===== config.mk =====
export PLATFORM = sky130hd
export DESIGN_NAME = dff_bank_arbiter
export DESIGN_NICKNAME = d
export VERILOG_FILES = /design/src/rtl/arb_pkg.sv /design/src/rtl/rr_pick.sv /design/src/rtl/dff_bank_arbiter.sv
export SDC_FILE = /design/constraint.sdc
export NUM_CORES = 1
export LEC_CHECK = 0
export CAP_MARGIN = 20
export CORE_MARGIN = 1
export CORE_UTILIZATION = 37
export CTS_CLUSTER_DIAMETER = 30
export DETAILED_ROUTE_END_ITERATION = 10
export SETUP_SLACK_MARGIN = 0.4
export SLEW_MARGIN = 15
export SYNTH_ARGS = -nofsm -noshare
export SYNTH_HDL_FRONTEND = slang
export SYNTH_SLANG_ARGS = --single-unit

===== constraint.sdc =====
create_clock -name clk -period 6.4 [get_ports clk]
set_clock_uncertainty 0.1 [all_clocks]
set_input_delay 0.64 -clock clk [delete_from_list [all_inputs] [get_ports clk]]
set_output_delay 0.64 -clock clk [all_outputs]
set_load 0.005 [all_outputs]

===== src/rtl/arb_pkg.sv =====
// Shared definitions for the dff_bank_arbiter block: FSM encoding and hold-counter width.
package arb_pkg;

  localparam int unsigned HoldW = 4;

  typedef enum logic {
    StIdle,
    StOwned
  } arb_state_e;

endpackage


===== src/rtl/rr_pick.sv =====
// Round-robin priority pick: first requesting index at or after ptr, searching upward mod N.
module rr_pick #(
  parameter int unsigned N = 4,
  localparam int unsigned IW = $clog2(N)
) (
  input  logic [N-1:0]  req,
  input  logic [IW-1:0] ptr,
  output logic [N-1:0]  pick,
  output logic [IW-1:0] idx
);

  int unsigned cand;

  // Walk from the farthest candidate down to ptr so the nearest requester is written last.
  always_comb begin
    pick = '0;
    idx  = '0;
    cand = 0;
    for (int k = int'(N) - 1; k >= 0; k--) begin
      cand = (int'(ptr) + k) % N;
      if (req[cand]) begin
        pick       = '0;
        pick[cand] = 1'b1;
        idx        = IW'(cand);
      end
    end
  end

endmodule


===== src/rtl/dff_bank_arbiter.sv =====
// Shared W-bit register written by N requesters under round-robin arbitration with
// optional locked bursts of up to MAX_HOLD transfers.
module dff_bank_arbiter
  import arb_pkg::*;
#(
  parameter int unsigned N        = 4,
  parameter int unsigned W        = 8,
  parameter int unsigned MAX_HOLD = 4,
  localparam int unsigned IW      = $clog2(N)
) (
  input  logic            clk,
  input  logic            rst,
  input  logic [N-1:0]    req,
  input  logic [N-1:0]    lock,
  input  logic [N*W-1:0]  data,
  output logic [N-1:0]    gnt,
  output logic [W-1:0]    q,
  output logic [IW-1:0]   q_owner,
  output logic            q_valid
);

  localparam logic [IW-1:0]    LastIdx = IW'(N - 1);
  localparam logic [HoldW-1:0] HoldMax = HoldW'(MAX_HOLD);

  arb_state_e       state_q, state_d;
  logic [IW-1:0]    ptr_q, ptr_d;
  logic [IW-1:0]    owner_q, owner_d;
  logic [HoldW-1:0] hold_q, hold_d;
  logic [W-1:0]     q_q;
  logic [IW-1:0]    q_owner_q;
  logic             valid_q;

  logic [N-1:0]     pick;
  logic [IW-1:0]    pick_idx;
  logic [IW-1:0]    widx;
  logic             xfer;

  function automatic logic [IW-1:0] next_idx(input logic [IW-1:0] i);
    return (i == LastIdx) ? '0 : i + 1'b1;
  endfunction

  rr_pick #(
    .N(N)
  ) u_rr_pick (
    .req  (req),
    .ptr  (ptr_q),
    .pick (pick),
    .idx  (pick_idx)
  );

  always_comb begin
    gnt     = '0;
    widx    = owner_q;
    state_d = state_q;
    ptr_d   = ptr_q;
    owner_d = owner_q;
    hold_d  = hold_q;
    if (!rst) begin
      case (state_q)
        StIdle: begin
          gnt  = pick;
          widx = pick_idx;
          if (|pick) begin
            ptr_d = next_idx(pick_idx);
            if (lock[pick_idx] && (MAX_HOLD > 1)) begin
              state_d = StOwned;
              owner_d = pick_idx;
              hold_d  = HoldW'(1);
            end
          end
        end
        StOwned: begin
          if (!req[owner_q]) begin
            // Owner went quiet: one bubble cycle, then fair arbitration resumes past it.
            state_d = StIdle;
            ptr_d   = next_idx(owner_q);
          end else begin
            gnt[owner_q] = 1'b1;
            hold_d       = hold_q + 1'b1;
            if ((hold_d == HoldMax) || !lock[owner_q]) begin
              state_d = StIdle;
              ptr_d   = next_idx(owner_q);
            end
          end
        end
        default: state_d = StIdle;
      endcase
    end
  end

  assign xfer = |gnt;

  always_ff @(posedge clk) begin
    if (rst) begin
      state_q   <= StIdle;
      ptr_q     <= '0;
      owner_q   <= '0;
      hold_q    <= '0;
      q_q       <= '0;
      q_owner_q <= '0;
      valid_q   <= 1'b0;
    end else begin
      state_q <= state_d;
      ptr_q   <= ptr_d;
      owner_q <= owner_d;
      hold_q  <= hold_d;
      if (xfer) begin
        q_q       <= data[widx*W +: W];
        q_owner_q <= widx;
        valid_q   <= 1'b1;
      end
    end
  end

  assign q       = q_q;
  assign q_owner = q_owner_q;
  assign q_valid = valid_q;

endmodule


==> results.md, run 1 <==
* Status: completed
* Reg2Reg Setup Slack at around 1900 ps
* Worst slew margin at 0.438
* GRT Util Overall at 0.174
* Vias in the first global route at 1,515
* Clock Pin Slew Worst Setup and Hold Paths at 70 ps
* Final number of hold-violating endpoints at 0
* DP Wirelength at between 3 and 4 mm
* Total power per unit cell area at 426 nW/um2
* Inserted Clock Buffers at 3
* FMAX at 216 MHz
* Synth Area in Adders at 0.0899
* RSZ-0062 raised after global routing: false
* Latest clock arrival within the worst-skew pair at 250 ps
* Hold Path Class: reg2reg
* Die X-Extent at 74.6 um
* Pin slew with the least headroom to its limit at a little over 800 ps
* CTS root buf: clkbuf_8
* Mapped Nets at 288
* Crit path capture type: output pin
* Met1 Use GR at 0.256
* Die extent in y at 74.6 um
* Setup TNS at 0 ps
* First-pass GRT wire length at 7.47 mm
* Detail Route Antenna Nets at 0
* Synth warn at 0
* Top FF cell, synth: dfxtp_1
* Routed length per placed instance at 13.9 um
* Maximum number of pins on one net before global-route repair at 24
* Worst Path Required at 5660 ps
* Area Growth Syn to Fin at 31.3%
* CTS Sinks at 20
* Total gr overflow at 0
* GRT busiest layer: met2
* Async SR Flop Fraction at 0
* XOR/XNOR Fraction of Synth Area at 0.00899
* CTS HTree Levels at 1
* Met3 usage in global routing at 0.0176
* Final critical-path share of the clock period at 0.723
* Final Wtd Congestion at between 0.8 and 0.9
* Pleak at 1.04 nW
* Post-synth design cell area at 1950 um2
* Largest family of logic cells by synthesized area: multiplexers
* Drt drc at 0
* # resized after CTS at 0
* DR vias at roughly 1.8k
* TritonCTS clock tree: built
* M2 GR Usage at 0.272
* Yosys cell types at 48
* Period minus WS final at 4630 ps
* Worst Setup Start Kind: flip-flop
* Total power at 0.00109 W
* WS Path Type: reg2out
* Port bufs at between 50 and 60
* Mux contribution to synthesized area at 0.264
* Final WL at 4.81 mm
* Post-synth EDFFs at 0
* Starting Density at 0.384
* DIE AREA at around 5600 um2
* 1st-pass router iterations at 4
* Iteration-0 DRC Markers at 91
* Layout cell share with drive strength beyond 1 at 0.0688
* Vias per Instance at 5.29
* Sequential share of the synthesized area at 0.206
* Maxcap violations at 0
* # IOs at 57
* Post-Syn Instances at 232
* Simple logic cell fraction of the synthesized area at 0.189
* Number of synthesized register bits at 20
* IR drop worst, VDD at 0.201 mV
* Nets@finish at 334
* Slew Limit Fails at 0
* # diodes at 0
* WP data arrival at 3890 ps
* Initial antenna violation count at 0
* Hold_buf cts at 0
* Synth Area in Compound Gates at 0.190
* Row count at 26
* Core Area at approximately 5100 um2
* Crit-path max FO at 23
* Post-CTS setup buffer count at 0
* Clk buf depth at 2
* Mapped Avg Cell Area at about 8.4 um2
* # setup viols final at 0
==> stage by stage <==
| step | setup WS [ps] | instance area [um2] | utilization | instances | hold WS [ps] |
|---|---|---|---|---|---|
| after global placement | 2010 | 2520 | 0.496 | 343 | 362 |
| after global routing | 1480 | 2560 | 0.504 | 346 | 429 |
| after floorplan | 2890 | 1950 | - | 232 | 365 |
| final | 1770 | 2560 | 0.504 | 346 | 375 |
| after detailed placement | 1980 | 2520 | 0.496 | 343 | 368 |
| after CTS | 1780 | 2560 | 0.504 | 346 | 390 |
==> cells in the final DEF, fill, tap and decap left out, drive strengths merged, types with 2 or more instances in the layout <==
master and count:
mux2i 40, or2 3, a21oi 16, a211o 3, ha 14, nand2b 3, a31oi 2, nand3 10
nand2 21, o22ai 10, o221ai 4, dfxtp 20, o21ai 8, inv 5, and3b 2, xnor2 2
a211oi 4, clkdlybuf4s50 56, clkbuf 3, mux4 4, and2 2, nor2 26
==> cells in the mapped netlist (2+ instances only) <==
master	number	area share
mux2i_1	39	0.20
nor2_1	26	0.050
nand2_1	21	0.040
dfxtp_1	20	0.21
a21oi_1	15	0.039
ha_1	14	0.090
nand3_1	10	0.026
clkbuf_1	9	0.017
o22ai_1	8	0.026
o21ai_0	5	0.013
inv_1	4	0.0077
mux4_2	4	0.046
o221ai_1	4	0.018
a211o_1	3	0.013
a211oi_2	3	0.019
buf_2	3	0.0077
nand2b_1	3	0.0096
o21ai_1	3	0.0077
or2_2	3	0.0096
a31oi_1	2	0.0064
and2_1	2	0.0064
and3b_1	2	0.0090
buf_6	2	0.012
o22ai_2	2	0.013
xnor2_1	2	0.0090
==> sequential cells by signal (all words and copies together), names as in the netlist <==
register	cells
owner_q	2
ptr_q	2
q	8
q_valid	1
state_q	1
q_owner	2
hold_q	4
==> report_power, final <==
| part | internal, W | total [W] | switching, W |
|---|---|---|---|
| Clock | 0.0000419 | 0.0000802 | 0.0000383 |
| Sequential | 0.000176 | 0.000245 | 0.0000687 |
| Combinational | 0.000379 | 0.000765 | 0.000385 |
| Total | 0.000597 | 0.00109 | 0.000492 |
==> final timing paths <==
kind | from | to | depth (start not counted)
setup / recovery | ptr_q[0]$_SDFFE_PP0P_ | gnt[1] | 8
hold / removal | q_valid$_SDFFE_PP0P_ | q_valid$_SDFFE_PP0P_ | 2
setup reg to reg | ptr_q[0]$_SDFFE_PP0P_ | q[0]$_SDFFE_PP0P_ | 10
hold reg to reg | q_valid$_SDFFE_PP0P_ | q_valid$_SDFFE_PP0P_ | 2
==> critical path, cell delays in order (launching register included) <==
cell and delay [ps]:
dfxtp_1 830, clkinv_1 550, ha_1 650, mux2i_1 310, nand2b_1 170, o221ai_1 230
o22ai_1 120, o21ai_0 230, clkdlybuf4s50_1 540
==> layout make-up <==
class,count,area (um2)
Fill cell,511,2520
Multi-Input combinational cell,191,1450
Timing Repair Buffer,56,561
Sequential cell,20,400
Tap cell,70,87.6
Clock buffer,3,41.3
Inverter,6,22.5
==> metal layers <==
layer | vias to the layer above | wire length, um
met1 | 851 | 2380
met4 | 0 | 44
li1 | 942 | -
met5 | - | 0
met2 | 32 | 2250
met3 | 5 | 128
==> logic make-up (layout without fill, tap and decap cells) <==
kind of cell	Yosys count	count (layout)
and+or+nand+nor	77	77
AOI/OAI and AO/OA	53	53
muxes	45	45
buffers and inverters	21	65
DFF	20	20
adders and majority gates	14	14
xor gates and xnor gates	2	2
No activity file was read; power rests on OpenSTA's default activity.
==> inputs of run 2 (changes only) <==
--- a/config.mk
+++ b/config.mk
@@ -10,6 +10,7 @@
 export CORE_UTILIZATION = 37
 export CTS_CLUSTER_DIAMETER = 30
 export DETAILED_ROUTE_END_ITERATION = 10
+export PLACE_DENSITY = 0.67
 export SETUP_SLACK_MARGIN = 0.4
 export SLEW_MARGIN = 15
 export SYNTH_ARGS = -nofsm -noshare
==> constraint.sdc (replaced) <==
create_clock -name clk -period 3.8 [get_ports clk]
set_clock_uncertainty 0.1 [all_clocks]
set_input_delay 0.38 -clock clk [delete_from_list [all_inputs] [get_ports clk]]
set_output_delay 0.38 -clock clk [all_outputs]
set_load 0.005 [all_outputs]
==> run 2 against run 1 <==
  * Combinational power is 84% higher
  * Worst setup slack worse by 1200 ps
  * Routed wire length is 1.6% higher
  * Count of clock-buffer cells in the layout stayed put
==> results.md, run 2 (same netlist as run 1, synthesis figures left out) <==
* Reg2Reg Setup Slack at 850 ps (-1090 ps)
* Hold_sp: q_valid$_SDFFE_PP0P_
* CTS root buf: clkbuf_8
* Post-CTS setup buffer count at 0 (unchanged)
* Final critical-path share of the clock period at 0.847
* Reg power frac at 0.187 (-0.038)
* Worst r2r dst: hold_q[1]$_SDFFE_PP0P_
* Pleak at 1.11 nW (+6.1%)
* Hold Path Class: reg2reg
* Worst Path Required at 3320 ps (-2340 ps)
* Total gr overflow at 0 (unchanged)
* RSZ-0062 raised after global routing: false
* Maxcap violations at 0 (unchanged)
* Iteration-0 DRC Markers at 128 (+41%)
* WS Path Type: in2out
* Final Wtd Congestion at 0.772 (-9.8%)
* Pre-CTS setup slack at 239 ps (-1740 ps)
* Clock Pin Slew Worst Setup and Hold Paths at 70 ps (about the same)
* Status: completed
* 1st-pass router iterations at 4 (unchanged)
* Setup TNS at 0 ps (unchanged)
* Placed Area at 2560 um2 (+1.8%)
* CTS Sinks at 20 (unchanged)
* Hold_buf cts at 0 (unchanged)
* DIE AREA at 5560 um2 (unchanged)
* Crit path capture type: output pin
* Die extent in y at 74.6 um (unchanged)
* WP buf/inv at 2 (unchanged)
* Detail Route Antenna Nets at 0 (unchanged)
* Commonest non-fill, non-tap cell in the layout: clkdlybuf4s50_1
* Cell area after layout at 2660 um2 (+4.1%)
* Drt drc at 0 (unchanged)
* Slew Limit Fails at 0 (unchanged)
* First-pass GRT wire length at 7.65 mm (+2.4%)
* Final WL at 4.89 mm (+1.6%)
* Pin slew with the least headroom to its limit at 483 ps (-343 ps)
* Initial antenna violation count at 0 (unchanged)
* CTS HTree Levels at 1 (unchanged)
* Vias per Instance at 5.27 (-0.38%)
* Gate power share at 0.705 (+0.003)
* Worst path slowest cell: clkdlybuf4s50_1
* Non-filler cells, final at 353 (+2.0%)
* CP Cell Sequence: clkdlybuf4s50_1 > mux2i_1 > nand2b_1 > o221ai_1 > o22ai_1 > o21ai_0 > clkdlybuf4s50_1
* Period minus WS final at 3220 ps
* Port bufs at 56 (unchanged)
* DP Wirelength at 3.70 mm (+2.2%)
* Critical path's top delay family: buffers and inverters
* Inserted Clock Buffers at 3 (unchanged)
* Worst Setup Start Kind: input port
* Area of the multi-input gates at 1470 um2 (+1.6%)
* Area Growth Syn to Fin at 36.7%
* Latest clock arrival within the worst-skew pair at 260 ps (about the same)
* # IOs at 57 (unchanged)
* Row count at 26 (unchanged)
* Maximum number of pins on one net before global-route repair at 23 (-4.2%)
* Total power per unit cell area at 749 nW/um2 (+76%)
* FMAX at 311 MHz
* Routed length per placed instance at 13.8 um (-0.39%)
* Sw frac at 0.434 (-0.0179)
* Nets@finish at 340 (+1.8%)
* CP max stage delay at 710 ps (-120 ps)
* Hold Path Depth at 2 (unchanged)
* Final number of hold-violating endpoints at 0 (unchanged)
* TritonCTS clock tree: built
* Cell mode on critical path: clkdlybuf4s50_1
* Starting Density at 0.384 (unchanged)
* WP data arrival at 2740 ps (-1150 ps)
* Worst slew margin at 0.669 (+0.231)
* GRT Util Overall at 0.174 (about the same)
* R2r worst-path depth at 10 (unchanged)
* Core Area at 5070 um2 (unchanged)
* Register area at 400 um2 (unchanged)
* Die X-Extent at 74.6 um (unchanged)
* WHS Endpoint: q_valid$_SDFFE_PP0P_
* Crit-path max FO at 13 (-43%)
* # setup viols final at 0 (unchanged)
* Final worst slack at 582 ps (-1190 ps)
* Clock power frac at 0.108 (+0.034)
* Layout cell share with drive strength beyond 1 at 0.0989 (+0.0301)
* IR drop worst, VDD at 0.368 mV (+83%)
* Fillcell total at 503 (-1.6%)
* R2R Path Start: ptr_q[1]$_SDFFE_PP0P_
* Max reg flops at 8 (unchanged)
* DR vias at 1,860 (+1.6%)
* Clk buf depth at 2 (unchanged)
* Placed insts at 349 (+1.7%)
* # diodes at 0 (unchanged)
* Most frequent cells in the layout: clkdlybuf4s50_1 (54), mux2i_1 (39), nor2_1 (26)
* Int Power at 0.00113 W (+89%)
* Vias in the first global route at 1,612 (+6.4%)
* Sw power at 0.000865 W (+76%)
[run 2: cell count changes in the layout (fill, tap and decap cells not counted), sizes merged]
| cell | change |
|---|---|
| bufinv | +1 |
| buf | +6 |
| dlymetal6s2s | +2 |
| clkdlybuf4s50 | -2 |
[run 2: layer usage]
| layer | GRT usage | vias up | share of wire |
|---|---|---|---|
| met1 | 0.257 | 888 | 0.49 |
| li1 | - | 952 | - |
| met5 | 0 | - | 0 |
| met4 | 0.0252 | 0 | 0.0078 |
| met2 | 0.275 | 16 | 0.49 |
| met3 | 0.0244 | 4 | 0.016 |
[run 2: power groups by stage]
| stage | Sequential [W] | Combinational (W) | Clock (W) |
|---|---|---|---|
| after floorplan | 0.000373 | 0.00101 | 0 |
| after global placement | 0.000376 | 0.00135 | 0 |
| after detailed placement | 0.000376 | 0.00136 | 0 |
| after CTS | 0.000372 | 0.00137 | 0.000218 |
| after global routing | 0.000386 | 0.00154 | 0.000225 |
| final | 0.000372 | 0.00141 | 0.000216 |
[run 2: cell type report]
type                    instances  share of cell area
multi-input cells             191               0.552
repair buffers                 62               0.229
flip-flops and latches         20               0.150
well taps                      70              0.0329
clock buffers                   3              0.0155
clock inverters                 1              0.0113
inverters                       6             0.00846
[run 2: worst max-delay path by stage]
stage	slack (ps)	from	to	depth (start not counted)
2_1_floorplan	410	ptr_q[0]$_SDFFE_PP0P_	q[1]$_SDFFE_PP0P_	14
4_1_cts	460	ptr_q[1]$_SDFFE_PP0P_	q_owner[1]$_SDFFE_PP0P_	10
6_report	580	req[2]	gnt[1]	7
3_5_place_dp	240	req[1]	q_owner[1]$_SDFFE_PP0P_	9
5_1_grt	410	req[0]	gnt[1]	7
3_3_place_gp	320	req[2]	q_owner[0]$_SDFFE_PP0P_	9
[run 2: worst register-to-register path: cells and delay by family, from the launching register on]
family	cells	cell delay [ps]
compound gates	4	1300
fa+ha+maj	1	380
buf+inv	1	140
flops	1	330
mux	1	140
simple gates	3	440
[run 2: through the flow]
step / hold WS, ps / power [W] / util
4_1_cts: 401 / 0.00195 / 0.519
3_5_place_dp: 376 / 0.00173 / 0.505
3_3_place_gp: 377 / 0.00173 / 0.505
2_1_floorplan: 365 / 0.00138 / -
6_report: 401 / 0.00199 / 0.525
5_1_grt: 436 / 0.00215 / 0.525
[run 2: timing repair]
action | in CTS | in global routing
hold endpoints to repair | 0 | 0
setup endpoints to repair | 0 | 17
gates resized for setup | 0 | 6
